`config.mk`:
```
export PLATFORM = sky130hd
export DESIGN_NAME = servo_pwm_multi_flat
export DESIGN_NICKNAME = d
export VERILOG_FILES = /design/src/rtl/servo_pwm_pkg.sv /design/src/rtl/servo_pwm_if.sv /design/src/rtl/servo_pwm_channel.sv /design/src/rtl/servo_pwm_multi.sv /design/src/flat_wrapper.sv
export SDC_FILE = /design/constraint.sdc
export NUM_CORES = 1
export LEC_CHECK = 0
export CORE_UTILIZATION = 50
export CTS_CLUSTER_SIZE = 28
export DETAILED_ROUTE_END_ITERATION = 8
export HOLD_SLACK_MARGIN = 0.05
export PLACE_DENSITY_LB_ADDON = 0.12
export SYNTH_ARGS = -nofsm -noshare
export SYNTH_HDL_FRONTEND = slang
export SYNTH_SLANG_ARGS = --single-unit
```
`constraint.sdc`:
```
create_clock -name clk -period 11.9 [get_ports clk]
set_clock_uncertainty 0.15 [all_clocks]
set_input_delay 2.38 -clock clk [delete_from_list [all_inputs] [get_ports clk]]
set_output_delay 2.38 -clock clk [all_outputs]
set_load 0.05 [all_outputs]
```
`src/rtl/servo_pwm_pkg.sv`:
```
// Shared constants and width arithmetic for the multi-channel servo PWM block.
// Build option SERVO_PWM_SLEW_EN limits how far an active width may move per frame.
package servo_pwm_pkg;

   localparam int DEF_PERIOD_CYC = 1_000_000;
   localparam int DEF_PULSE_MIN  = 25_000;
   localparam int DEF_PULSE_MAX  = 125_000;
   localparam int DEF_STEP       = 5_000;
   localparam int DEF_SLEW_STEP  = 2_500;

   // 33 bits covers CNT_W+1 for any CNT_W up to 32, so no sum or difference can wrap.
   localparam int WIDE_W = 33;
   typedef logic [WIDE_W-1:0] wide_t;

   function automatic wide_t clamp(input wide_t w, input wide_t lo, input wide_t hi);
      if (w < lo) return lo;
      if (w > hi) return hi;
      return w;
   endfunction

   function automatic wide_t sat_add(input wide_t cur, input wide_t step, input wide_t hi);
      wide_t sum;
      sum = cur + step;
      return (sum > hi) ? hi : sum;
   endfunction

   function automatic wide_t sat_sub(input wide_t cur, input wide_t step, input wide_t lo);
      return (cur < lo + step) ? lo : cur - step;
   endfunction

   // Step cur toward tgt by at most lim, landing exactly on tgt when close enough.
   function automatic wide_t move_toward(input wide_t cur, input wide_t tgt, input wide_t lim);
      if (tgt >= cur) return (tgt - cur <= lim) ? tgt : cur + lim;
      return (cur - tgt <= lim) ? tgt : cur - lim;
   endfunction

endpackage

```
`src/rtl/servo_pwm_if.sv`:
```
// Direct target-write port of servo_pwm_multi.
// A write transfers in every cycle where load_valid && load_ready; the payload is only
// meaningful while load_valid is high, and the slave never stalls outside reset.
interface servo_pwm_if #(
   parameter int LCH_W = 2,
   parameter int CNT_W = 20
);
   logic             load_valid;
   logic             load_ready;
   logic [LCH_W-1:0] load_ch;
   logic [CNT_W-1:0] load_width;

   modport master (output load_valid, output load_ch, output load_width, input load_ready);
   modport slave  (input load_valid, input load_ch, input load_width, output load_ready);
endinterface

```
`src/rtl/servo_pwm_channel.sv`:
```
// One servo channel: button edge detect, target/active width and the PWM comparator.
// SERVO_PWM_SLEW_EN: active width moves at most SLEW_STEP per frame instead of jumping.
module servo_pwm_channel
   import servo_pwm_pkg::*;
#(
   parameter int CNT_W     = 20,
   parameter int PULSE_MIN = DEF_PULSE_MIN,
   parameter int PULSE_MAX = DEF_PULSE_MAX,
   parameter int STEP      = DEF_STEP,
   parameter int SLEW_STEP = DEF_SLEW_STEP
) (
   input  logic             clk,
   input  logic             rst,
   input  logic             enable,
   input  logic             frame_start,
   input  logic [CNT_W-1:0] cnt,
   input  logic             inc,
   input  logic             dec,
   input  logic             load_hit,
   input  logic [CNT_W-1:0] load_width,
   output logic             pwm_out
);

   localparam wide_t MIN_W  = wide_t'(PULSE_MIN);
   localparam wide_t MAX_W  = wide_t'(PULSE_MAX);
   localparam wide_t STEP_W = wide_t'(STEP);
`ifdef SERVO_PWM_SLEW_EN
   localparam wide_t LIM_W  = wide_t'(SLEW_STEP);
`else
   // A limit spanning the whole legal range makes every frame land directly on target.
   localparam wide_t LIM_W  = wide_t'((SLEW_STEP > PULSE_MAX - PULSE_MIN) ? SLEW_STEP
                                                                          : PULSE_MAX - PULSE_MIN);
`endif

   logic             inc_q;
   logic             dec_q;
   logic             inc_rise;
   logic             dec_rise;
   logic [CNT_W-1:0] target;
   logic [CNT_W-1:0] active;

   assign inc_rise = inc && !inc_q;
   assign dec_rise = dec && !dec_q;

   always_ff @(posedge clk) begin
      if (rst) begin
         inc_q   <= 1'b0;
         dec_q   <= 1'b0;
         target  <= CNT_W'(PULSE_MIN);
         active  <= CNT_W'(PULSE_MIN);
         pwm_out <= 1'b0;
      end else begin
         inc_q <= inc;
         dec_q <= dec;
         // A load wins over buttons; coincident inc/dec edges cancel.
         if (load_hit)
            target <= CNT_W'(clamp(wide_t'(load_width), MIN_W, MAX_W));
         else if (inc_rise && !dec_rise)
            target <= CNT_W'(sat_add(wide_t'(target), STEP_W, MAX_W));
         else if (dec_rise && !inc_rise)
            target <= CNT_W'(sat_sub(wide_t'(target), STEP_W, MIN_W));
         if (frame_start)
            active <= CNT_W'(move_toward(wide_t'(active), wide_t'(target), LIM_W));
         pwm_out <= enable && (cnt < active);
      end
   end

endmodule

```
`src/rtl/servo_pwm_multi.sv`:
```
// Multi-channel hobby-servo PWM generator: shared frame counter, load decode, NUM_CH channels.
// SERVO_PWM_SLEW_EN: rate-limits each channel's active width change per frame.
module servo_pwm_multi
   import servo_pwm_pkg::*;
#(
   parameter int NUM_CH     = 3,
   parameter int PERIOD_CYC = DEF_PERIOD_CYC,
   parameter int PULSE_MIN  = DEF_PULSE_MIN,
   parameter int PULSE_MAX  = DEF_PULSE_MAX,
   parameter int STEP       = DEF_STEP,
   parameter int SLEW_STEP  = DEF_SLEW_STEP,
   parameter int CNT_W      = $clog2(PERIOD_CYC)
) (
   input  logic              clk,
   input  logic              rst,
   input  logic              enable,
   input  logic [NUM_CH-1:0] inc,
   input  logic [NUM_CH-1:0] dec,
   servo_pwm_if.slave        load_bus,
   output logic [NUM_CH-1:0] pwm_out,
   output logic              frame_start
);

   localparam int LCH_W = (NUM_CH > 1) ? $clog2(NUM_CH) : 1;

   logic [CNT_W-1:0]  cnt;
   logic              load_fire;
   logic [NUM_CH-1:0] load_hit;

   always_ff @(posedge clk) begin
      if (rst || !enable)
         cnt <= '0;
      else if (cnt == CNT_W'(PERIOD_CYC - 1))
         cnt <= '0;
      else
         cnt <= cnt + CNT_W'(1);
   end

   // The counter parks at 0 while disabled, so enable rising starts a frame at once.
   assign frame_start         = enable && !rst && (cnt == '0);
   assign load_bus.load_ready = !rst;
   assign load_fire           = load_bus.load_valid && load_bus.load_ready;

   for (genvar i = 0; i < NUM_CH; i++) begin : g_ch
      // Out-of-range channel indices match no channel and are silently dropped.
      assign load_hit[i] = load_fire && (load_bus.load_ch == LCH_W'(i));

      servo_pwm_channel #(
         .CNT_W     (CNT_W),
         .PULSE_MIN (PULSE_MIN),
         .PULSE_MAX (PULSE_MAX),
         .STEP      (STEP),
         .SLEW_STEP (SLEW_STEP)
      ) u_ch (
         .clk         (clk),
         .rst         (rst),
         .enable      (enable),
         .frame_start (frame_start),
         .cnt         (cnt),
         .inc         (inc[i]),
         .dec         (dec[i]),
         .load_hit    (load_hit[i]),
         .load_width  (load_bus.load_width),
         .pwm_out     (pwm_out[i])
      );
   end

endmodule

```
`src/flat_wrapper.sv`:
```
// flat-port wrapper written by rule: the top's interface ports become plain ports
module servo_pwm_multi_flat import servo_pwm_pkg::*;
#(
   parameter int NUM_CH     = 3,
   parameter int PERIOD_CYC = DEF_PERIOD_CYC,
   parameter int PULSE_MIN  = DEF_PULSE_MIN,
   parameter int PULSE_MAX  = DEF_PULSE_MAX,
   parameter int STEP       = DEF_STEP,
   parameter int SLEW_STEP  = DEF_SLEW_STEP,
   parameter int CNT_W      = $clog2(PERIOD_CYC)
)
  (clk, rst, enable, inc, dec, pwm_out, frame_start, load_bus_load_valid, load_bus_load_ch, load_bus_load_width, load_bus_load_ready);
  servo_pwm_if #(.LCH_W(2), .CNT_W(CNT_W)) load_bus_i ();
  input  logic clk;
  input  logic rst;
  input  logic enable;
  input  logic [NUM_CH-1:0] inc;
  input  logic [NUM_CH-1:0] dec;
  output logic [NUM_CH-1:0] pwm_out;
  output logic frame_start;
  input wire logic [$bits(load_bus_i.load_valid)-1:0] load_bus_load_valid;
  input wire logic [$bits(load_bus_i.load_ch)-1:0] load_bus_load_ch;
  input wire logic [$bits(load_bus_i.load_width)-1:0] load_bus_load_width;
  output wire logic [$bits(load_bus_i.load_ready)-1:0] load_bus_load_ready;
  assign load_bus_i.load_valid = load_bus_load_valid;
  assign load_bus_i.load_ch = load_bus_load_ch;
  assign load_bus_i.load_width = load_bus_load_width;
  assign load_bus_load_ready = load_bus_i.load_ready;
  servo_pwm_multi #(.NUM_CH(NUM_CH), .PERIOD_CYC(PERIOD_CYC), .PULSE_MIN(PULSE_MIN), .PULSE_MAX(PULSE_MAX), .STEP(STEP), .SLEW_STEP(SLEW_STEP), .CNT_W(CNT_W)) u_core (.clk(clk), .rst(rst), .enable(enable), .inc(inc), .dec(dec), .load_bus(load_bus_i), .pwm_out(pwm_out), .frame_start(frame_start));
endmodule
```
Word level (Yosys, flattened, before mapping)

Cells that the tools add are included.

Bits in registers: 149
Word-level logic and storage cells: 161

Add/sub/neg operators: 19
$lt $le $gt $ge: 20
Equal/unequal tests: 3
Muxes and demuxes: 61
Reduce and logical (&&, ||, !) cells: 42

Operator list:

| cell                                                         | number |
|---|---|
| 2-to-1 mux 20 bit                                            | 35 |
| <= comparator 33 x 17 -> 1 bit, second input constant        | 6 |
| subtractor 20 x 20 -> 21 bit                                 | 6 |
| less-than comparator 20 x 15 -> 1 bit, second input constant | 4 |
| adder 20 x 13 -> 21 bit, second input constant               | 3 |
| > comparator 21 x 17 -> 1 bit, second input constant         | 3 |
| adder 20 x 17 -> 20 bit, second input constant               | 3 |
| >= comparator 20 bit                                         | 3 |
| less-than comparator 20 bit                                  | 3 |
| subtractor 20 x 13 -> 20 bit, second input constant          | 3 |
| subtractor 20 x 17 -> 20 bit, second input constant          | 3 |
| 2-to-1 mux 1 bit                                             | 26 |
| logical AND 1 bit                                            | 21 |
| adder 20 x 1 -> 20 bit, second input constant                | 1 |
| equality test 20 bit, second input constant                  | 1 |
| > comparator 20 x 17 -> 1 bit, second input constant         | 1 |
| logical NOT 20 bit                                           | 1 |
| logical NOT 1 bit                                            | 14 |
| nonzero test 3 bit                                           | 3 |
| equality test 2 x 1 -> 1 bit, second input constant          | 1 |
| equality test 2 bit, second input constant                   | 1 |
| logical NOT 2 bit                                            | 1 |
| OR reduction 2 bit                                           | 1 |
| logical OR 1 bit                                             | 1 |

Depth between registers and ports, before layout

Gate-level depths: netlist (run 1).

Word-level depth: 11
Depth in mapped cells: 18
Depth with buffers taken out: 14

Modules after synthesis

Synthesis (run 1) repeated with hierarchy kept, for this count alone.

Cell total of the unflattened synthesis: 2699
Area total of the unflattened synthesis: 19829.0 µm²

By module, submodules not included:

| module            | times used | cells an instance | area an instance (µm²) | sequential area each (µm²) |
|---|---|---|---|---|
| servo_pwm_channel | 3          | 861               | 6254.7                 | 860.8 |
| servo_pwm_multi   | 1          | 116               | 1064.8                 | 400.4 |

Least setup slack after synthesis (run 1)

Ideal clock, no wire load.

Kind: input to output
Start point: input port rst
End point: output port frame_start
Arrival time: 4.108 ns
Required time: 9.370 ns
Slack: 5.262 ns
Stages: 7
Cell sequence: clkbuf_1 -> nor2b_1 -> nand2_1 -> or3_1 -> inv_1 -> clkbuf_1 -> clkbuf_1

Word-level cells in the longest chain between the ends: 3

Ends and longest elaborated chain:

| element                         | RTL line              | source |
|---|---|---|
| start, declared                 | flat_wrapper.sv:15    | `input logic rst;` |
| logical NOT 1 bit               | servo_pwm_multi.sv:40 | `assign frame_start = enable && !rst && (cnt == '0);` |
| logical AND 1 bit (2 in series) | servo_pwm_multi.sv:40 |  |
| end, declared                   | flat_wrapper.sv:20    | `output logic frame_start;` |

No other way between the ends.

Final worst setup path (run 1)

Start point: input port enable
End point: output port frame_start

Word-level cells in the longest chain between the ends: 2

Ends and longest elaborated chain:

| element                         | RTL line              | source |
|---|---|---|
| start, declared                 | flat_wrapper.sv:16    | `input logic enable;` |
| logical AND 1 bit (2 in series) | servo_pwm_multi.sv:40 |  |

No other way between the ends.

==> results of run 1 <==
## registers in the layout, indices dropped and copies added (netlist names)
name	cells
u_core.g_ch.u_ch.active	60
u_core.g_ch.u_ch.inc_q	3
u_core.cnt	20
u_core.g_ch.u_ch.target	60
u_core.g_ch.u_ch.pwm_out	3
u_core.g_ch.u_ch.dec_q	3
## cells by family (layout without fill, tap and decap cells)
logic type / after synthesis / after routing / share of synthesized area, %
compound gates: 897 / 897 / 32.81
simple gates: 809 / 809 / 21.97
buf+inv: 323 / 245 / 7.205
fa+ha+maj: 192 / 192 / 13.40
flops: 149 / 149 / 16.64
xor+xnor: 143 / 143 / 6.989
mux: 17 / 17 / 0.9704
## layout make-up
| type | instances | area, sq um | share of cell area, % |
|---|---|---|---|
| Sequential cell | 149 | 2983 | 15.78 |
| Inverter | 163 | 611.8 | 3.236 |
| Clock inverter | 13 | 172.7 | 0.9134 |
| Multi-Input combinational cell | 2058 | 13650 | 72.23 |
| Clock buffer | 19 | 452.9 | 2.396 |
| Timing Repair Buffer | 50 | 460.4 | 2.436 |
| Tap cell | 455 | 569.3 | 3.011 |
## cell usage in the layout (no fill, tap or decap), types with 20 or more instances in the layout
master             n
ha_1             192
o21ai_0          196
nand3_1           87
a21o_1            63
nor4_1            31
xor2_1            47
a31oi_1           38
nand2b_1          20
o211ai_1          27
and3_1            26
inv_1            161
nor2_1           206
a21oi_1          260
xnor2_1           96
nand2_1          199
a221oi_1          21
a211oi_1          36
and2_1            21
nand4_1           36
dfxtp_1          149
nor2b_1           35
clkdlybuf4s50_1   35
nor3_1            74
or3_1             20
## worst max path at each step
| stage | startpoint | end | slack [ns] | cells past startpoint |
|---|---|---|---|---|
| 3_3_place_gp | enable | frame_start | 4.15 | 8 |
| 5_1_grt | enable | frame_start | 4.05 | 8 |
| 2_1_floorplan | rst | frame_start | 5.26 | 7 |
| 3_5_place_dp | enable | frame_start | 4.21 | 8 |
| 6_report | enable | frame_start | 4.14 | 8 |
| 4_1_cts | enable | frame_start | 4.17 | 8 |
## worst max-delay path: stages
cell and delay, ns:
clkdlybuf4s50_1 0.48, nor2b_1 0.20, nand2_1 0.10, or3_1 0.35, buf_4 0.32, inv_1 0.11, buf_4 0.40, clkdlybuf4s50_1 0.89
## where the power goes
group / internal (W) / switching [W] / total, W
Sequential: 0.000558 / 0.000123 / 0.000681
Combinational: 0.000960 / 0.00157 / 0.00253
Clock: 0.000344 / 0.000247 / 0.000591
## stage by stage
stage                     total power [W]  instance area, sq um  instances
after global placement           0.003118                 18280       2875
after floorplan                  0.002604                 17920       2530
after detailed placement         0.003142                 18280       2875
after global routing             0.004057                 18900       2907
after CTS                        0.003735                 18900       2907
final                            0.003798                 18900       2907
## per-layer routing
metal	GRT usage (%)	share of wire, %	vias up
li1	-	-	9116
met4	18.35	5.4	0
met5	0	0	-
met1	45.33	43	8910
met2	54.42	44	887
met3	5.856	8.0	172
==> impl_metrics.json, run 1 <==
{
  "worst-path-max-fanout": 48,
  "min-delay-start": "u_core.g_ch[0].u_ch.active[4]",
  "start_util_pct": 51.37,
  "place.gp.congestion": 0.9709,
  "yosys_warnings": 0,
  "power_density_nw_per_um2": 200.9,
  "drc": 0,
  "viasPerCell": 6.565,
  "final_core_util_pct": 54.19,
  "min_delay_worst_endpoint": "u_core.g_ch[0].u_ch.active[4]",
  "hold_viol_final": 0,
  "path_clk_slew_ns": 0.06,
  "crit_type": "in2out",
  "syn_nets": 2754,
  "crit_arrival_ns": 5.23,
  "rrSetupSlack_ns": 6.49,
  "ctsHtreeMaxLevel": 4,
  "regToRegEndpoint": "u_core.g_ch[0].u_ch.active[13]",
  "critPathLaunchType": "primary input",
  "async_flop_share_pct": 0,
  "ctsRootBufferMaster": "clkbuf_16",
  "critPathRequiredTime_ns": 9.37,
  "postCtsSetupBuffers": 0,
  "worst_slack_ns": 4.137,
  "synth_cell_types": 100,
  "fin_crit_ns": 7.763,
  "post-place-ws_ns": 4.207,
  "detailed_place_hpwl_um": 48330,
  "worst_slew_pin_slew_ns": 1.147,
  "synth_top_cell_area_share_pct": 16.64,
  "area_growth_pct": 5.488,
  "rows": 68,
  "fin_hold_ws_ns": 0.3294,
  "hold_class": "reg2reg",
  "worst_skew_pair.late_latency_ns": 0.45,
  "synth_flop_cell": "dfxtp_1",
  "antenna_left": 0,
  "post_drt_wl_per_cell_um": 21.86,
  "rr_startpoint": "u_core.g_ch[0].u_ch.target[10]",
  "final_layout_size_suffix_gt1_share_pct": 4.160,
  "vdd_drop_max_mv": 0.2020,
  "synthesis.area_sq_um": 17920,
  "yosys_register_bits": 149,
  "coreArea_sq_um": 34880,
  "yosysSeqAreaShare_pct": 16.64,
  "cts_hold_buf": 0,
  "cts.sinks": 149,
  "cap_violations": 0,
  "fin_nets": 2663,
  "hold_depth": 2,
  "slew_viol_final": 0,
  "antenna_found_initial": 0,
  "fin_crit_sh_pct": 65.24,
  "worst_setup_path_end_kind": "output port",
  "leakagePower_nw": 7.616,
  "r2r_cells": 13,
  "drtIter0Drc": 1962,
  "numPortBuffers": 36,
  "outcome": "finished, final reports clean",
  "timing.fmax_mhz": 128.8,
  "antenna_cells": 0,
  "finalSetupTns_ns": 0,
  "grt_pass1_wl_um": 99570,
  "numCtsBuffers": 17,
  "synth_top_cell_by_area": "dfxtp_1",
  "gr-total-overflow": 0,
  "synthTopCellsByCount": "a21oi_1, nor2_1, nand2_1, o21ai_0, ha_1",
  "grt_usage_pct": 34.71,
  "avgSynthCellArea_sq_um": 7.083,
  "synth-edff-count": 0,
  "clock_path_buffers": 2,
  "ioPinCount": 37,
  "synth_cells": 2530,
  "fillers": 3452,
  "wl_um": 63550,
  "grt_start_max_net_pins": 49,
  "grt_pass1_vias": 17586,
  "synth_most_common_cell": "a21oi_1",
  "dieWidth_um": 191.3,
  "die-area_sq_um": 36600,
  "maxSlewHeadroom_pct": 23.50,
  "vias": 19085,
  "rsz0062_at_grt": "false",
  "cts_tree": "built",
  "yosys-top-cells-area": "dfxtp_1, ha_1, a21oi_1, o21ai_0, xnor2_1",
  "cts_resized": 0,
  "firstDrtPassIters": 6,
  "die_h_um": 191.3,
  "setup_viol": 0
}
Note: power is estimated with default switching activity, not from simulation.
==> run 2, diff against run 1 <==
==> constraint.sdc (replaced) <==
create_clock -name clk -period 7.6 [get_ports clk]
set_clock_uncertainty 0.15 [all_clocks]
set_input_delay 1.52 -clock clk [delete_from_list [all_inputs] [get_ports clk]]
set_output_delay 1.52 -clock clk [all_outputs]
set_load 0.05 [all_outputs]
==> impl_metrics.json, run 2 (synthesized netlist as in run 1, its figures left out) <==
{
  "placedCellCount": 2872,
  "slew_viol_final": 0,
  "dieWidth_um": 191.3,
  "leakagePower_nw": 7.599,
  "timing.fmax_mhz": 174.6,
  "critPathLaunchType": "primary input",
  "antenna_left": 0,
  "grt_pass1_vias": 17518,
  "finalSetupTns_ns": 0,
  "seq_area_sq_um": 2983,
  "layout_commonest_cell": "a21oi_1",
  "ctsHtreeMaxLevel": 4,
  "wl_um": 62010,
  "cts_hold_buf": 0,
  "detailed_place_hpwl_um": 46840,
  "numPortBuffers": 36,
  "antenna_found_initial": 0,
  "coreArea_sq_um": 34880,
  "post_drt_wl_per_cell_um": 21.35,
  "fin_hold_ws_ns": 0.3255,
  "die_h_um": 191.3,
  "rrSetupSlack_ns": 2.25,
  "clock_path_buffers": 2,
  "fin_crit_sh_pct": 75.35,
  "postCtsSetupBuffers": 0,
  "crit_arrival_ns": 4.06,
  "grt_pass1_wl_um": 96680,
  "cts.sinks": 149,
  "fin_crit_ns": 5.727,
  "start_util_pct": 51.37,
  "fin_nets": 2660,
  "placedInstanceArea_sq_um": 18260,
  "hold_depth": 2,
  "rsz0062_at_grt": "false",
  "drtIter0Drc": 2036,
  "hold_viol_final": 0,
  "ioPinCount": 37,
  "outcome": "finished, final reports clean",
  "viasPerCell": 6.574,
  "cap_violations": 0,
  "firstDrtPassIters": 6,
  "final_layout_size_suffix_gt1_share_pct": 3.961,
  "worst-path-max-fanout": 32,
  "die-area_sq_um": 36600,
  "hold_class": "reg2reg",
  "gr-total-overflow": 0,
  "worst_setup_path_end_kind": "output port",
  "fillers": 3489,
  "worst_skew_pair.late_latency_ns": 0.45,
  "power_density_nw_per_um2": 311.5,
  "drc": 0,
  "reg_top3": "u_core.g_ch.u_ch.active x60, u_core.g_ch.u_ch.target x60, u_core.cnt x20",
  "final_core_util_pct": 54.08,
  "multi_input_area_sq_um": 13650,
  "finalInstanceArea_sq_um": 18870,
  "antenna_cells": 0,
  "area_growth_pct": 5.271,
  "grt_start_max_net_pins": 79,
  "ctsRootBufferMaster": "clkbuf_16",
  "maxSlewHeadroom_pct": 27.28,
  "worst_slew_pin_slew_ns": 1.091,
  "path_clk_slew_ns": 0.07,
  "setup_viol": 0,
  "place.gp.congestion": 0.9533,
  "vdd_drop_max_mv": 0.2776,
  "critPathRequiredTime_ns": 5.93,
  "cts_resized": 0,
  "grt_usage_pct": 33.71,
  "crit_type": "in2out",
  "cts_tree": "built",
  "numCtsBuffers": 17,
  "r2r_cells": 13,
  "rows": 68,
  "mostFrequentLayoutCells": "a21oi_1, nor2_1, nand2_1",
  "instances_no_fill": 2904,
  "vias": 19090
}
-- run 2: cell types whose count changed in the layout (fill, tap and decap cells not counted), sizes merged --
cell,delta
buf,-3
clkbuf,+2
clkinv,-1
clkinvlp,-1
-- run 2: worst paths after layout --
| check | to | from |
|---|---|---|
| max | frame_start | enable |
| max reg2reg | u_core.g_ch[1].u_ch.active[4] | u_core.g_ch[1].u_ch.target[3] |
| min | u_core.g_ch[0].u_ch.active[4] | u_core.g_ch[0].u_ch.active[4] |
| min reg2reg | u_core.g_ch[0].u_ch.active[4] | u_core.g_ch[0].u_ch.active[4] |
-- run 2: metrics by stage --
step           setup slack [ns]  total power [W]
2_1_floorplan             2.682         0.004077
3_3_place_gp              1.845         0.004808
3_5_place_dp              1.879         0.004867
4_1_cts                   1.873         0.005795
5_1_grt                   1.758         0.006303
6_report                  1.873         0.005876
-- run 2: area by class of cell --
type	instances	share of cell area (%)
tap	455	3.018
clock buffer	21	2.441
inverter	163	3.243
sequential	149	15.81
clock inverter	11	0.7892
multi-input combinational	2058	72.38
timing repair buffer	47	2.321
-- run 2: power by group --
part / internal [W] / switching [W]
clock network: 0.000536 / 0.000381
registers: 0.000873 / 0.000183
logic: 0.00149 / 0.00241
total: 0.00290 / 0.00297
-- run 2: worst max-delay path, stage by stage --
cell and delay [ns]:
clkdlybuf4s50_1 0.48, nor2b_1 0.24, nand2_1 0.10, or3_1 0.38
inv_1 0.06, buf_4 0.37, clkdlybuf4s50_1 0.89
-- run 2: per-layer routing --
layer	up-vias	GRT usage [%]	part of all wire, %
met3	150	5.618	8.2
li1	9115	-	-
met2	862	51.67	43
met5	-	0	0
met1	8963	45.46	44
met4	0	16.54	4.7
==> run 3, diff against run 2 <==
==> constraint.sdc (replaced) <==
create_clock -name clk -period 5.3 [get_ports clk]
set_clock_uncertainty 0.15 [all_clocks]
set_input_delay 1.06 -clock clk [delete_from_list [all_inputs] [get_ports clk]]
set_output_delay 1.06 -clock clk [all_outputs]
set_load 0.05 [all_outputs]
==> impl_metrics.json, run 3 (synthesized netlist as in run 1, its figures left out) <==
{
  "outcome": "finished, final reports clean",
  "hold_class": "reg2reg",
  "start_util_pct": 51.37,
  "numPortBuffers": 36,
  "maxSlewHeadroom_pct": 19.81,
  "final_core_util_pct": 54.91,
  "fin_crit_ns": 4.859,
  "ctsRootBufferMaster": "clkbuf_16",
  "numCtsBuffers": 17,
  "power_density_nw_per_um2": 452.9,
  "reg_top3": "u_core.g_ch.u_ch.active x60, u_core.g_ch.u_ch.target x60, u_core.cnt x20",
  "grt_pass1_wl_um": 99350,
  "gr-total-overflow": 0,
  "post_drt_wl_per_cell_um": 21.61,
  "detailed_place_hpwl_um": 48460,
  "mostFrequentLayoutCells": "a21oi_1, nor2_1, nand2_1",
  "finalSetupTns_ns": 0,
  "layout_commonest_cell": "a21oi_1",
  "grt_usage_pct": 34.64,
  "timing.fmax_mhz": 205.8,
  "area_growth_pct": 6.884,
  "worst_slew_pin_slew_ns": 1.192,
  "die_h_um": 191.3,
  "vdd_drop_max_mv": 0.3144,
  "cts_hold_buf": 0,
  "max_stage_delay_ns": 0.62,
  "place.gp.congestion": 0.9800,
  "final_layout_size_suffix_gt1_share_pct": 5.356,
  "coreArea_sq_um": 34880,
  "cts_tree": "built",
  "drc": 0,
  "cap_violations": 0,
  "drtIter0Drc": 1848,
  "report.power.total_w": 0.008676,
  "slew_viol_final": 0,
  "finalInstanceArea_sq_um": 19150,
  "grt_pass1_vias": 17931,
  "worst_setup_path_end_kind": "flip-flop",
  "wl_um": 63520,
  "postCtsSetupBuffers": 0,
  "die-area_sq_um": 36600,
  "slowest_stage": "nor3_2",
  "ctsHtreeMaxLevel": 4,
  "worst_skew_pair.late_latency_ns": 0.46,
  "antenna_found_initial": 2,
  "ioPinCount": 37,
  "clock_path_buffers": 2,
  "viasPerCell": 6.569,
  "placedInstanceArea_sq_um": 18520,
  "firstDrtPassIters": 6,
  "worst_path_most_repeated_cell": "o21ai_1",
  "setup_viol": 0,
  "dieWidth_um": 191.3,
  "critPathLaunchType": "flip-flop",
  "rows": 68,
  "path_buf_inv": 1,
  "cts.sinks": 149,
  "crit_type": "reg2reg",
  "cp_cell_sequence": "inv_1, ha_1, and4_4, o21a_1, or4_1, a31oi_2, o21ai_1, xor2_1, a311o_1, nor3_2, nor2_1, a22o_1, a222oi_1, o21ai_1",
  "grt_start_max_net_pins": 79,
  "leakagePower_nw": 7.784,
  "rsz0062_at_grt": "false",
  "worst-path-max-fanout": 13,
  "fin_crit_sh_pct": 91.68,
  "vias": 19312,
  "cts_resized": 0,
  "hold_viol_final": 0,
  "antenna_left": 0,
  "cp_top_family": "simple AND/OR/NAND/NOR gates",
  "critPathRequiredTime_ns": 5.48,
  "fin_nets": 2694,
  "crit_arrival_ns": 5.04,
  "path_clk_slew_ns": 0.08
}
run 3: cell types whose count changed in the layout (fill, tap and decap cells not counted), sizes merged:
cell           change
buf               +35
clkbuf             -3
clkinv             +3
clkinvlp           -2
diode              +2
bufinv             +1
clkdlybuf4s50      -1
inv                +1
run 3: final cells by class:
type | instances | area [sq um]
fillers | 3409 | 15730
multi-input cells | 2058 | 13650
flip-flops and latches | 149 | 2983
repair buffers | 81 | 703.2
inverters | 163 | 611.8
well taps | 455 | 569.3
clock buffers | 18 | 429.2
clock inverters | 14 | 198.9
diodes | 2 | 5.005
run 3: path summary, 6_finish.rpt:
kind / from / slack [ns] / end / cells after the start
worst min register to register: u_core.g_ch[1].u_ch.active[1] / 0.34 / u_core.g_ch[1].u_ch.active[1] / 2
worst max register to register: u_core.g_ch[0].u_ch.target[5] / 0.44 / u_core.g_ch[0].u_ch.active[9] / 14
worst max-delay path: u_core.g_ch[0].u_ch.target[5] / 0.44 / u_core.g_ch[0].u_ch.active[9] / 14
worst min-delay path: u_core.g_ch[1].u_ch.active[1] / 0.34 / u_core.g_ch[1].u_ch.active[1] / 2
run 3: tightest hold or removal path, stage by stage, from the launching register on:
cell and delay [ns]:
dfxtp_1 0.33, nand2_1 0.06, a21oi_1 0.05
run 3: report_power, final:
part | internal (W) | total [W] | switching [W]
clock network | 0.000794 | 0.00137 | 0.000576
logic | 0.00225 | 0.00580 | 0.00355
registers | 0.00125 | 0.00151 | 0.000254
run 3: layer usage:
layer  vias up  track usage [%]  wire length, um
li1       9173                -                -
met1      9068            46.77            27760
met2       933            53.48            27560
met3       136            5.912             5571
met4         2            15.81             2623
met5         -                0                9
run 3: through the flow:
step                instances  hold slack [ns]  setup WS [ns]
floorplan                2530           0.2986          1.302
global placement         2906           0.3175         0.5783
detailed placement       2906           0.3230         0.5411
CTS                      2938           0.3340         0.5405
global route             2938           0.3498         0.1114
finish                   2940           0.3360         0.4411
